$ cat src/rtl/logic_unit_pkg.sv
// Shared op-codes and the per-bit logic function for the W-bit logic unit.
// The function works on one bit, so every width W applies the scalar gate set lane by lane.
package logic_unit_pkg;

    localparam logic [2:0] OP_NAND  = 3'd0;
    localparam logic [2:0] OP_NOR   = 3'd1;
    localparam logic [2:0] OP_AND   = 3'd2;
    localparam logic [2:0] OP_OR    = 3'd3;
    localparam logic [2:0] OP_XOR   = 3'd4;
    localparam logic [2:0] OP_XNOR  = 3'd5;
    localparam logic [2:0] OP_NOTA  = 3'd6;
    localparam logic [2:0] OP_PASSA = 3'd7;

    function automatic logic lu_bit(input logic [2:0] op, input logic a, input logic b);
        logic r;
        case (op)
            OP_NAND:  r = ~(a & b);
            OP_NOR:   r = ~(a | b);
            OP_AND:   r = a & b;
            OP_OR:    r = a | b;
            OP_XOR:   r = a ^ b;
            OP_XNOR:  r = ~(a ^ b);
            OP_NOTA:  r = ~a;
            default:  r = a;
        endcase
        return r;
    endfunction

endpackage

$ cat src/rtl/logic_unit_core.sv
// Purely combinational W-bit logic unit with zero and parity flags.
module logic_unit_core
    import logic_unit_pkg::*;
#(
    parameter int W = 8
) (
    input  logic [2:0]   op_i,
    input  logic [W-1:0] a_i,
    input  logic [W-1:0] b_i,
    output logic [W-1:0] y_o,
    output logic         zero_o,
    output logic         parity_o
);

    logic [W-1:0] y_w;

    always_comb begin
        y_w = '0;
        for (int i = 0; i < W; i++) begin
            y_w[i] = lu_bit(op_i, a_i[i], b_i[i]);
        end
    end

    assign y_o      = y_w;
    assign zero_o   = (y_w == '0);
    assign parity_o = ^y_w;

endmodule

$ cat src/rtl/logic_unit_pipe.sv
// Two-stage valid/ready pipeline around logic_unit_core, with registered flags
// and a wrapping count of results handed to the consumer.
module logic_unit_pipe
    import logic_unit_pkg::*;
#(
    parameter int W  = 8,
    parameter int CW = 16
) (
    input  logic          clk,
    input  logic          rst_n,
    input  logic          in_valid,
    output logic          in_ready,
    input  logic [2:0]    op,
    input  logic [W-1:0]  a,
    input  logic [W-1:0]  b,
    output logic          out_valid,
    input  logic          out_ready,
    output logic [W-1:0]  y,
    output logic          y_zero,
    output logic          y_parity,
    output logic [CW-1:0] count
);

    logic          s1_valid_q, s1_valid_d;
    logic [W-1:0]  a_q, a_d;
    logic [W-1:0]  b_q, b_d;
    logic [2:0]    op_q, op_d;
    logic          s2_valid_q, s2_valid_d;
    logic [W-1:0]  y_q, y_d;
    logic          zero_q, zero_d;
    logic          parity_q, parity_d;
    logic [CW-1:0] count_q, count_d;

    logic [W-1:0]  res_y;
    logic          res_zero;
    logic          res_parity;
    logic          s2_free;
    logic          s1_adv;

    // A beat moves on a handshake (valid & ready at the rising edge); a producer
    // holds valid and data until accepted. in_ready depends on out_ready and the
    // stage valids only, never on in_valid, so it drops only with both stages full.
    assign s2_free  = !s2_valid_q || out_ready;
    assign s1_adv   = s1_valid_q && s2_free;
    assign in_ready = !s1_valid_q || s2_free;

    logic_unit_core #(.W(W)) u_core (
        .op_i     (op_q),
        .a_i      (a_q),
        .b_i      (b_q),
        .y_o      (res_y),
        .zero_o   (res_zero),
        .parity_o (res_parity)
    );

    always_comb begin
        s1_valid_d = s1_valid_q;
        a_d        = a_q;
        b_d        = b_q;
        op_d       = op_q;
        if (in_ready) begin
            s1_valid_d = in_valid;
        end
        if (in_valid && in_ready) begin
            a_d  = a;
            b_d  = b;
            op_d = op;
        end

        // Flags are captured with y so they always describe the visible y.
        s2_valid_d = s2_valid_q;
        y_d        = y_q;
        zero_d     = zero_q;
        parity_d   = parity_q;
        if (s2_free) begin
            s2_valid_d = s1_valid_q;
        end
        if (s1_adv) begin
            y_d      = res_y;
            zero_d   = res_zero;
            parity_d = res_parity;
        end

        count_d = count_q;
        if (s2_valid_q && out_ready) begin
            count_d = count_q + CW'(1);
        end
    end

    always_ff @(posedge clk or negedge rst_n) begin
        if (!rst_n) begin
            s1_valid_q <= 1'b0;
            a_q        <= '0;
            b_q        <= '0;
            op_q       <= OP_NAND;
            s2_valid_q <= 1'b0;
            y_q        <= '0;
            zero_q     <= 1'b1;
            parity_q   <= 1'b0;
            count_q    <= '0;
        end else begin
            s1_valid_q <= s1_valid_d;
            a_q        <= a_d;
            b_q        <= b_d;
            op_q       <= op_d;
            s2_valid_q <= s2_valid_d;
            y_q        <= y_d;
            zero_q     <= zero_d;
            parity_q   <= parity_d;
            count_q    <= count_d;
        end
    end

    assign out_valid = s2_valid_q;
    assign y         = y_q;
    assign y_zero    = zero_q;
    assign y_parity  = parity_q;
    assign count     = count_q;

endmodule
$ cat config.mk
export PLATFORM = sky130hd
export DESIGN_NAME = logic_unit_pipe
export DESIGN_NICKNAME = d
export VERILOG_FILES = /design/src/rtl/logic_unit_pkg.sv /design/src/rtl/logic_unit_core.sv /design/src/rtl/logic_unit_pipe.sv
export SDC_FILE = /design/constraint.sdc
export NUM_CORES = 1
export LEC_CHECK = 0
export CAP_MARGIN = 10
export CORE_ASPECT_RATIO = 0.6
export CORE_MARGIN = 2
export CORE_UTILIZATION = 50
export DETAILED_ROUTE_END_ITERATION = 8
export PLACE_DENSITY = 0.81
export SKIP_LAST_GASP = 1
export SYNTH_ARGS = -nofsm -noshare
export SYNTH_HDL_FRONTEND = slang
export SYNTH_SLANG_ARGS = --single-unit
$ cat constraint.sdc
create_clock -name clk -period 4.5 [get_ports clk]
set_input_delay 0.45 -clock clk [delete_from_list [all_inputs] [get_ports clk]]
set_output_delay 0.45 -clock clk [all_outputs]
set_load 0.02 [all_outputs]
Yosys cells after proc, flatten, opt, wreduce, memory -nomap -nowiden
Index checks and enable logic that the tools add are counted.
- equality and inequality tests: 6
- bitwise logic cells: 56
- muxes and demuxes: 8
- div/mod/pow operators: 0
- shift operators: 0
- order comparisons: 0
- $add $sub $neg: 1
- multipliers: 0
- reduce and logical (&&, ||, !) cells: 10
- operators by type and width (operator ; count):
    1-bit one-hot mux with 7 select lines ; 8
    1-bit NOT ; 32
    16-bit by 1-bit adder with 16-bit output, second input constant ; 1
    3-bit equality test, second input constant ; 3
    1-bit AND ; 8
    8-bit logical NOT ; 1
    1-bit bitwise OR ; 8
    8-bit XOR reduction ; 1
    1-bit bitwise XOR ; 8
    3-bit by 2-bit equality test with 1-bit output, second input constant ; 2
    3-bit by 1-bit equality test with 1-bit output, second input constant ; 1
    1-bit logical AND ; 3
    3-bit logical NOT ; 1
    1-bit logical NOT ; 2
    1-bit logical OR ; 2
- ROM bits: 0
- logic and storage cells: 90
- register bits: 47
- memories kept: 0
- bits in writable memories: 0
- input port bits: 23
- latch bits: 0
- output and inout bits: 28

Depth between registers and ports, before layout
- depth after elaboration: 4
- gate-level depth with buffers: 9
- depth with buffers taken out: 9

Modules after synthesis
Synthesis repeated with hierarchy kept, for this count alone.
- cell total of the unflattened synthesis: 274
- area, all modules: 3002.9 um^2
- by module, submodules not included (module ; seq. area each (um^2) ; cells an instance ; area each (um^2) ; times used):
    logic_unit_pipe ; 1177.4 ; 126 ; 1923.1 ; 1
    logic_unit_core ; 0.0 ; 148 ; 1079.8 ; 1

Worst setup path before layout
OpenSTA, ideal clock, no wires.
- path kind: register -> register
- from: register a_q[2]
- to: register parity_q, in the netlist y_parity
- clock period less this slack: 2.028 ns
- data arrival time: 1.892 ns
- setup time: 0.136 ns
- path buffers: 0
- slack: 2.472 ns
- stages on the path, launching flop included: 10
- cell sequence: dfrtp_1 -> inv_1 -> ha_1 -> and3b_1 -> o31ai_1 -> o211ai_1 -> ha_1 -> xnor2_1 -> xnor2_1 -> o21ai_0
- word-level cells in the longest chain between the ends: 4
- elaborated cells on any way between the ends: 9
- those cells by class: mux (1); bitwise (7); reduce/logical (1)
- ends and longest elaborated chain (item ; RTL line ; source):
    start, declared ; logic_unit_pipe.sv:25 ; logic [W-1:0] a_q, a_d;
    start signal, assigned ; logic_unit_pipe.sv:93 ; a_q <= '0;
    start signal, assigned ; logic_unit_pipe.sv:103 ; a_q <= a_d;
    1-bit bitwise XOR (tied with other cells) ; logic_unit_pkg.sv:21, logic_unit_pkg.sv:22 ;
    1-bit NOT, on equally long branches ; logic_unit_pkg.sv:22, logic_unit_pkg.sv:17, logic_unit_pkg.sv:18 ;
    1-bit one-hot mux with 7 select lines * ; logic_unit_pkg.sv:16 ; case (op)
    8-bit XOR reduction * ; logic_unit_core.sv:26 ; assign parity_o = ^y_w;
    end signal, assigned ; logic_unit_pipe.sv:109 ; parity_q <= parity_d;
    end, declared ; logic_unit_pipe.sv:31 ; logic parity_q, parity_d;
Every way passes the cells marked *; elsewhere a longest branch is shown, timed or not.
A chain may end at the register's enable or synchronous reset.

Worst setup path after layout
- from: register op_q[1]
- to: register parity_q, in the netlist y_parity
- word-level cells in the longest chain between the ends: 3
- elaborated cells on any way between the ends: 16
- those cells by class: eq/ne (6); mux (8); reduce/logical (2)
- ends and longest elaborated chain (item ; RTL line ; source):
    start, declared ; logic_unit_pipe.sv:27 ; logic [2:0] op_q, op_d;
    start signal, assigned ; logic_unit_pipe.sv:105 ; op_q <= op_d;
    3-bit equality test (tied with other cells) ; logic_unit_pkg.sv:16 ;
    1-bit one-hot mux with 7 select lines ; logic_unit_pkg.sv:16 ;
    8-bit XOR reduction * ; logic_unit_core.sv:26 ;
Marks and branches as above.

==> impl_metrics.env <==
export IMPL_ctsHoldBuffers=0
export IMPL_reg2regPathDepth=7
export IMPL_synth_xor_area_frac=0.0830
export IMPL_yosysUniqueCellTypes=43
export IMPL_wirelength_um=5310
export IMPL_drt_drc_violations_left=0
export IMPL_p_sw_frac=0.366
export IMPL_finalNonFillerCells=372
export IMPL_grt_antenna_before_repair=0
export IMPL_synth_fp_nets=301
export IMPL_rsz0062_at_grt="false"
export IMPL_setup_tns_ns=0
export IMPL_slew_headroom=0.309
export IMPL_pre_cts_slack_ns=1.87
export IMPL_avgSynthCellArea_um2=10.7
export IMPL_worstMarginPinSlew_ns=1.04
export IMPL_required_ns=4.67
export IMPL_fillCellCount=403
export IMPL_yosys_area_share_adder=0.0958
export IMPL_hp_class="in -> async"
export IMPL_period_share=0.593
export IMPL_p_sw_w=0.000542
export IMPL_cts_path_max_buffers=2
export IMPL_rrSetupSlack_ns=1.83
export IMPL_finalClockSkew_ns=0.00407
export IMPL_p_per_area_nw_per_um2=442
export IMPL_grt_pass1_vias=1821
export IMPL_rows=20
export IMPL_fp_coreArea_um2=5180
export IMPL_grt_ovfl_total=0
export IMPL_dr_pass1_iters=4
export IMPL_hold_violations=0
export IMPL_numCtsBuffers=5
export IMPL_placed_area_um2=3260
export IMPL_setup_ws_ns=1.83
export IMPL_synth_top_family_by_area="simple AND/OR/NAND/NOR gates"
export IMPL_cts_root_buf="clkbuf_8"
export IMPL_crit_fanout=33
export IMPL_initial_core_util=0.530
export IMPL_ys_warn_count=0
export IMPL_synthFlopType="dfrtp_1"
export IMPL_pwr_share_comb=0.416
export IMPL_clkTransAtPathRegs_ns=0.09
export IMPL_insertedDiodeCount=0
export IMPL_io_pins=51
export IMPL_worstSetupEndpoint="y_parity"
export IMPL_rr_startpoint="op_q[1]"
export IMPL_synth_simple_area_share=0.155
export IMPL_place_inst=364
export IMPL_pwr_share_seq=0.408
export IMPL_finalCriticalPeriod_ns=2.67
export IMPL_grt_max_degree=48
export IMPL_p_clk_frac=0.176
export IMPL_synth_mux_area_frac=0.0903
export IMPL_final_cell_mix="clkdlybuf4s50_1, dfrtp_1, mux2_2"
export IMPL_io_buffers=50
export IMPL_synth_seq_cells=47
export IMPL_die_area_um2=6120
export IMPL_synth_edf_count=0
export IMPL_fmax_mhz=374
export IMPL_p_int_w=0.000939
export IMPL_setup_worst_path_start="op_q[1]"
export IMPL_num_nets_final=349
export IMPL_finalInstanceArea_um2=3350
export IMPL_worstPathArrival_ns=2.84
export IMPL_endpoint_kind="flop"
export IMPL_grt_pass1_wl_um=8690
export IMPL_critPathKind="reg -> reg"
export IMPL_fp_dieW_um=99.6
export IMPL_grtUsageTotal=0.186
export IMPL_drv_slew=0
export IMPL_syn_area_um2=2740
export IMPL_cts_tree="done"
export IMPL_clk_latency_ns=0.30
export IMPL_htreeDepth=2
export IMPL_avgViaCountPerCell=5.36
export IMPL_final_common_cell="clkdlybuf4s50_1"
export IMPL_dp_hpwl_um=3980
export IMPL_drive_above_1_share=0.147
export IMPL_wire_per_inst_um=14.3
export IMPL_vias=1993
export IMPL_yosysSeqAreaShare=0.429
export IMPL_numClockSinks=47
export IMPL_vdd_ir_drop_max_mv=0.176
export IMPL_status="finished, final reports clean"
export IMPL_startpoint_type="flop"
export IMPL_setup_viol=0
export IMPL_area_delta_synth_final_pct=22.2
export IMPL_drtIter0Drc=84
export IMPL_synthArstFlopShare=1.00
export IMPL_drv_cap=0
export IMPL_p_total_w=0.00148
export IMPL_r2r_end="y_parity"
export IMPL_antenna_left=0
export IMPL_cts_setup_buffers=0
export IMPL_syn_inst=257
export IMPL_cts_resized=0
export IMPL_die_h_um=61.4
export IMPL_routabilityCongestion=0.790
export IMPL_power_leakage_nw=1.48
export IMPL_synth_compound_area_frac=0.103
## per-layer routing
metal | wire (um) | vias up | GRT usage
met5 | 0 | - | 0
met3 | 256 | 4 | 0.0465
met4 | 53 | 0 | 0.0705
met2 | 2200 | 46 | 0.271
li1 | - | 991 | -
met1 | 2800 | 952 | 0.272
## cells by family after synthesis
family,count (synthesis)
compound gates,38
xor+xnor,26
fa+ha+maj,21
buf+inv,25
flops,47
mux,22
simple gates,78
## Yosys cell counts (3+ instances only)
master,n,area [um^2]
dfrtp_1,46,1150
nor3b_1,4,30.0
o2111a_1,4,45.0
o21ai_1,7,35.0
and2_2,3,22.5
xor2_1,10,87.6
nand4_1,4,25.0
nand2b_1,5,31.3
and2_1,3,18.8
a211o_1,4,35.0
nand3_1,5,25.0
inv_1,16,60.1
buf_4,3,22.5
nor2_1,16,60.1
a21oi_1,4,20.0
ha_1,21,263
o21ai_0,8,40.0
or3_1,4,25.0
nand2_1,20,75.1
mux2_2,22,248
xnor2_1,16,140
## flip-flops by register name, summed over array words and instances (netlist names)
name,count
a_q,8
b_q,8
count,16
op_q,3
out_valid,1
s1_valid_q,1
y,8
y_parity,1
y_zero,1
## stage by stage
stage                util  hold slack [ns]
floorplan               -            0.154
global placement    0.629            0.463
detailed placement  0.629            0.468
CTS                 0.647            0.353
global route        0.647            0.404
finish              0.647            0.323
## layout make-up
cell class / count / area, um^2 / area share
tap: 66 / 82.6 / 0.0246
clock inverter: 3 / 23.8 / 0.00709
sequential: 47 / 1180 / 0.351
timing repair buffer: 50 / 495 / 0.148
clock buffer: 5 / 68.8 / 0.0205
multi-input combinational: 185 / 1440 / 0.431
inverter: 16 / 60.1 / 0.0179
## critical path: stages, from the launching register on
cell      delay [ns]
dfrtp_1         1.02
nand2b_1        0.28
a211o_1         0.35
o2111a_1        0.16
ha_1            0.32
xnor2_1         0.17
xnor2_1         0.14
o21ai_0         0.09
## worst min path at each step
stage,startpoint,end,cells after the start
floorplan,rst_n,a_q[0],0
global placement,count[15],count[15],1
detailed placement,count[15],count[15],1
CTS,rst_n,count[14],1
global route,rst_n,y[5],1
finish,rst_n,y[5],1
## power by group through the flow
stage | Clock, W | Sequential (W) | Combinational [W]
global route | 0.000295 | 0.000619 | 0.000678
detailed placement | 0 | 0.000612 | 0.000614
CTS | 0.000268 | 0.000604 | 0.000616
global placement | 0 | 0.000606 | 0.000597
finish | 0.000261 | 0.000604 | 0.000615
floorplan | 0 | 0.000649 | 0.000356
(Power assumes the default switching activity.)
